## src/rtl/decodificador_pulsacion.sv

```systemverilog
// Push-button event decoder: press/release/short/long pulses, held level and press counter.
// Optional auto-repeat while held long is enabled by defining AUTO_REPEAT_EN.
module decodificador_pulsacion #(
    parameter int unsigned LONG_CYCLES   = 27_000_000,
    parameter int unsigned REPEAT_CYCLES = 5_400_000,
    parameter int unsigned CNT_W         = 25
) (
    input  logic       clk,
    input  logic       rst,
    input  logic       entradaLimpia,
    output logic       pulsoPresion,
    output logic       pulsoSoltar,
    output logic       pulsoCorto,
    output logic       pulsoLargo,
    output logic       pulsoRepeticion,
    output logic       mantenido,
    output logic [7:0] contadorPulsaciones
);

    typedef enum logic [1:0] {StIdle, StPresionado, StLargo} estado_t;

    localparam logic [CNT_W-1:0] LongLim = CNT_W'(LONG_CYCLES - 1);

    estado_t          estado_q, estado_d;
    logic             entrada_q;
    logic [CNT_W-1:0] contador_q, contador_d;
    logic [7:0]       cuenta_q, cuenta_d;
    logic             presion_q, presion_d;
    logic             soltar_q, soltar_d;
    logic             corto_q, corto_d;
    logic             largo_q, largo_d;
    logic             mantenido_q, mantenido_d;

`ifdef AUTO_REPEAT_EN
    localparam logic [CNT_W-1:0] RepLim = CNT_W'(REPEAT_CYCLES);
    logic repeticion_q, repeticion_d;
`endif

    always_comb begin
        estado_d   = estado_q;
        contador_d = contador_q;
        cuenta_d   = cuenta_q;
        presion_d  = 1'b0;
        soltar_d   = 1'b0;
        corto_d    = 1'b0;
        largo_d    = 1'b0;
`ifdef AUTO_REPEAT_EN
        repeticion_d = 1'b0;
`endif
        unique case (estado_q)
            StIdle: begin
                if (entradaLimpia && !entrada_q) begin
                    estado_d   = StPresionado;
                    presion_d  = 1'b1;
                    cuenta_d   = cuenta_q + 8'd1;
                    contador_d = CNT_W'(1);
                end
            end
            StPresionado: begin
                // Release takes priority over reaching the long threshold.
                if (!entradaLimpia) begin
                    estado_d = StIdle;
                    soltar_d = 1'b1;
                    corto_d  = 1'b1;
                end else if (contador_q == LongLim) begin
                    estado_d   = StLargo;
                    largo_d    = 1'b1;
                    contador_d = CNT_W'(1);
                end else begin
                    contador_d = contador_q + CNT_W'(1);
                end
            end
            StLargo: begin
                if (!entradaLimpia) begin
                    estado_d = StIdle;
                    soltar_d = 1'b1;
                end
`ifdef AUTO_REPEAT_EN
                else if (contador_q == RepLim) begin
                    repeticion_d = 1'b1;
                    contador_d   = CNT_W'(1);
                end else begin
                    contador_d = contador_q + CNT_W'(1);
                end
`endif
            end
            default: estado_d = StIdle;
        endcase
        mantenido_d = (estado_d == StLargo);
    end

    always_ff @(posedge clk) begin
        if (!rst) begin
            estado_q    <= StIdle;
            // Start as "pressed" so a button held through reset needs a release first.
            entrada_q   <= 1'b1;
            contador_q  <= '0;
            cuenta_q    <= '0;
            presion_q   <= 1'b0;
            soltar_q    <= 1'b0;
            corto_q     <= 1'b0;
            largo_q     <= 1'b0;
            mantenido_q <= 1'b0;
        end else begin
            estado_q    <= estado_d;
            entrada_q   <= entradaLimpia;
            contador_q  <= contador_d;
            cuenta_q    <= cuenta_d;
            presion_q   <= presion_d;
            soltar_q    <= soltar_d;
            corto_q     <= corto_d;
            largo_q     <= largo_d;
            mantenido_q <= mantenido_d;
        end
    end

`ifdef AUTO_REPEAT_EN
    always_ff @(posedge clk) begin
        if (!rst) begin
            repeticion_q <= 1'b0;
        end else begin
            repeticion_q <= repeticion_d;
        end
    end

    assign pulsoRepeticion = repeticion_q;
`else
    assign pulsoRepeticion = 1'b0;
`endif

    assign pulsoPresion        = presion_q;
    assign pulsoSoltar         = soltar_q;
    assign pulsoCorto          = corto_q;
    assign pulsoLargo          = largo_q;
    assign mantenido           = mantenido_q;
    assign contadorPulsaciones = cuenta_q;

endmodule

```

## config.mk

```make
export PLATFORM = sky130hd
export DESIGN_NAME = decodificador_pulsacion
export DESIGN_NICKNAME = d
export VERILOG_FILES = /design/src/rtl/decodificador_pulsacion.sv
export SDC_FILE = /design/constraint.sdc
export NUM_CORES = 1
export LEC_CHECK = 0
export CAP_MARGIN = 30
export CELL_PAD_IN_SITES_DETAIL_PLACEMENT = 1
export CELL_PAD_IN_SITES_GLOBAL_PLACEMENT = 1
export CORE_MARGIN = 5
export CORE_UTILIZATION = 39
export DETAILED_ROUTE_END_ITERATION = 16
export PLACE_DENSITY = 0.86
export RECOVER_POWER = 100
export SETUP_SLACK_MARGIN = 0.3
export SYNTH_ARGS = -nofsm -noshare
export SYNTH_HDL_FRONTEND = slang
export SYNTH_SLANG_ARGS = --single-unit
```

## constraint.sdc

```tcl
create_clock -name clk -period 1.96 [get_ports clk]
set_input_delay 0.294 -clock clk [delete_from_list [all_inputs] [get_ports clk]]
set_output_delay 0.294 -clock clk [all_outputs]
set_load 0.005 [all_outputs]
```

==> flow_metrics.tcl <==
set metrics [dict create \
    cts.path.max_buffers 2 \
    power.leakage_uw 0.000984 \
    wl_per_cell_um 16.4 \
    min_path_type "flop to flop" \
    yosys_warnings 0 \
    grt_pass1_vias 1827 \
    cp.required_ps 2140 \
    synthArstFlopShare_pct 0 \
    port_buffers 15 \
    synth_edf_count 0 \
    combPwrFrac_pct 9.0 \
    switching_share_pct 23.2 \
    wl_um 5330 \
    fin_skew_ps 7.09 \
    synth_top_area_share_pct 42.4 \
    ys_seq_elements 41 \
    outcome "finished clean" \
    end_kind "flop" \
    die-area_um2 6480 \
    arrival_ps 2030 \
    seqPwrFrac_pct 54.8 \
    reg2reg_depth 6 \
    path_class "flop to flop" \
    final_nets 267 \
    crit_slowest_cell "or4_4" \
    synth.net_count 224 \
    grt_pass1_wl_um 8560 \
    rsz0062_at_grt "yes" \
    finalSetupViolations 0 \
    gp_congestion 0.768 \
    diodes 0 \
    clk_pin_slew_ps 70 \
    vias_per_cell 5.24 \
    power.density_cell_area_nw_per_um2 602 \
    start_util_pct 40.5 \
    clkSinkCount 41 \
    finalCriticalPeriod_ps 1850 \
    dieWidth_um 80.5 \
    cts-root-buf "clkbuf_8" \
    fmax_ghz 0.540 \
    p_sw_uw 358 \
    placed_area_um2 2280 \
    drc 0 \
    critPathMaxFanout 22 \
    synth_top_area_cell "dfxtp_1" \
    grt_max_degree 23 \
    synthToLayoutAreaGrowth_pct 32.0 \
    design_area_um2 2560 \
    antenna_found_initial 0 \
    synthFlopType "dfxtp_1" \
    reg2reg_from "contador_q[8]" \
    drtIter0Drc 57 \
    clkPwrFrac_pct 36.2 \
    cts_tree "built" \
    finalMaxSlewViolations 0 \
    max_cap_violations 0 \
    syn-instance-count 215 \
    vdd_drop_max_mv 0.472 \
    htreeDepth 2 \
    crit_buf_inv 1 \
    critPathCapture "contador_q[4]" \
    worstPathCellList "nand4b_1 > or4_4 > o21a_4 > o21ai_4 > buf_12 > nor2_1" \
    grt-ovfl-total 0 \
    r2r-end "contador_q[4]" \
    drt_pre_antenna_iters 4 \
    stdcell_count 325 \
    synthTopCellsByArea "dfxtp_1 (42%), xor2_1 (9.5%), nor2_1 (6.6%)" \
    crit_start "contador_q[8]" \
    drtAntennaViolNets 0 \
    path_depth 6 \
    clk_latency_ps 290 \
    place_hpwl_um 3320 \
    period_share_pct 94.4 \
    ios 17 \
    core_um2 4790 \
    setup-tns-final_ps 0 \
    yosysSeqAreaShare_pct 42.4 \
    die_h_um 80.5 \
    slowest_delay_ps 560 \
    drive_above_1_share_pct 26.4 \
    hold_viol_final 0 \
    placed_cells 303 \
    p_int_uw 1180 \
    syn-cell-area_um2 1940 \
    regToRegSetupSlack_ps 110 \
    worstSetupStartpointType "flop" \
    num_vias 1702 \
    cp_top_family "simple AND/OR/NAND/NOR gates" \
    grt_use_total_pct 17.0 \
    cts_buffers 5 \
    rows 25 \
    synth.avg_cell_area_um2 9.01 \
    netlist-cell-type-count 40 \
]
cells by family after synthesis:
family | share of synthesized area (%)
fa+ha+maj | 3.88
other cells | 0.194
buf+inv | 3.49
flops | 42.4
compound gates | 8.91
xor+xnor | 12.2
simple gates | 28.4
mux | 0.517
tightest hold or removal path, stage by stage (launching register included):
cell	delay [ps]
dfxtp_2	340
nand2_1	60
a21oi_1	50
cell usage after synthesis, drive strengths merged, types with 3 or more instances:
cell / number
and2: 4
nand3: 15
inv: 8
xnor2: 6
a21oi: 5
nand2: 11
xor2: 21
or4: 3
o21ai: 6
dfxtp: 41
ha: 6
nor2: 34
and3: 8
nand4: 15
nand2b: 3
buf: 3
worst min-delay path by stage:
stage | from | to | slack (ps) | cells past startpoint
2_1_floorplan | rst | entrada_q | 410 | 1
3_3_place_gp | contador_q[1] | contador_q[1] | 480 | 2
3_5_place_dp | contador_q[1] | contador_q[1] | 480 | 2
4_1_cts | contador_q[1] | contador_q[1] | 480 | 2
5_1_grt | contador_q[1] | contador_q[1] | 520 | 2
6_report | contador_q[1] | contador_q[1] | 490 | 2
per-stage QoR:
step	hold slack (ps)	worst slack, ps	total power [uW]	utilization, %
floorplan	411	257	940	-
global placement	475	85.6	971	47.6
detailed placement	485	27.0	973	47.6
CTS	478	110	1540	51.8
global route	521	35.7	1600	53.4
finish	486	109	1540	53.4
per-layer routing:
layer	vias up	wire [um]	share of wire (%)	track usage, %
li1	832	-	-	-
met1	844	2330	44	19.8
met2	19	2820	53	28.8
met3	7	111	2.1	4.26
met4	0	63	1.2	8.28
met5	-	0	0	0
power by group through the flow:
stage	Combinational (uW)	Sequential [uW]	Clock [uW]
3_5_place_dp	107	867	0
3_3_place_gp	105	866	0
6_report	139	843	556
4_1_cts	128	843	569
5_1_grt	150	844	601
2_1_floorplan	73.9	866	0
placed cells by master (no fill, tap or decap), types with 2 or more instances in the layout:
master / n
dfxtp_2: 8
o21ai_0: 5
and4_1: 2
nand3_1: 13
dfxtp_1: 30
nand3_2: 2
inv_2: 2
a21oi_1: 4
clkbuf_8: 6
inv_1: 6
nand2_1: 11
ha_4: 2
nor2_1: 34
buf_4: 22
and3_1: 4
dlygate4sd3_1: 15
xor2_1: 21
nand4_1: 15
nor2b_1: 2
or4_1: 2
and2_1: 3
nand2b_4: 2
dfxtp_4: 3
and3_2: 2
clkbuf_1: 2
xnor2_1: 6
and3_4: 2
ha_1: 3
sequential cells by signal (all words and copies together) (netlist names):
register             flops
pulsoCorto               1
pulsoSoltar              1
pulsoLargo               1
contadorPulsaciones      8
pulsoPresion             1
contador_q              25
mantenido                1
entrada_q                1
estado_q                 2
what timing repair did:
action                                  CTS  global route
buffers inserted                          8             7
pin swaps                                 2             5
hold buffers                              0             0
endpoints found under the setup margin   27            29
resized for setup                        14            10
final cells by class:
type | instances | area (um^2)
Inverter | 8 | 30.0
Clock buffer | 7 | 86.3
Sequential cell | 41 | 842
Fill cell | 553 | 2230
Timing Repair Buffer | 41 | 358
Multi-Input combinational cell | 161 | 1160
Tap cell | 67 | 83.8
Note: power is estimated with default switching activity, not from simulation.
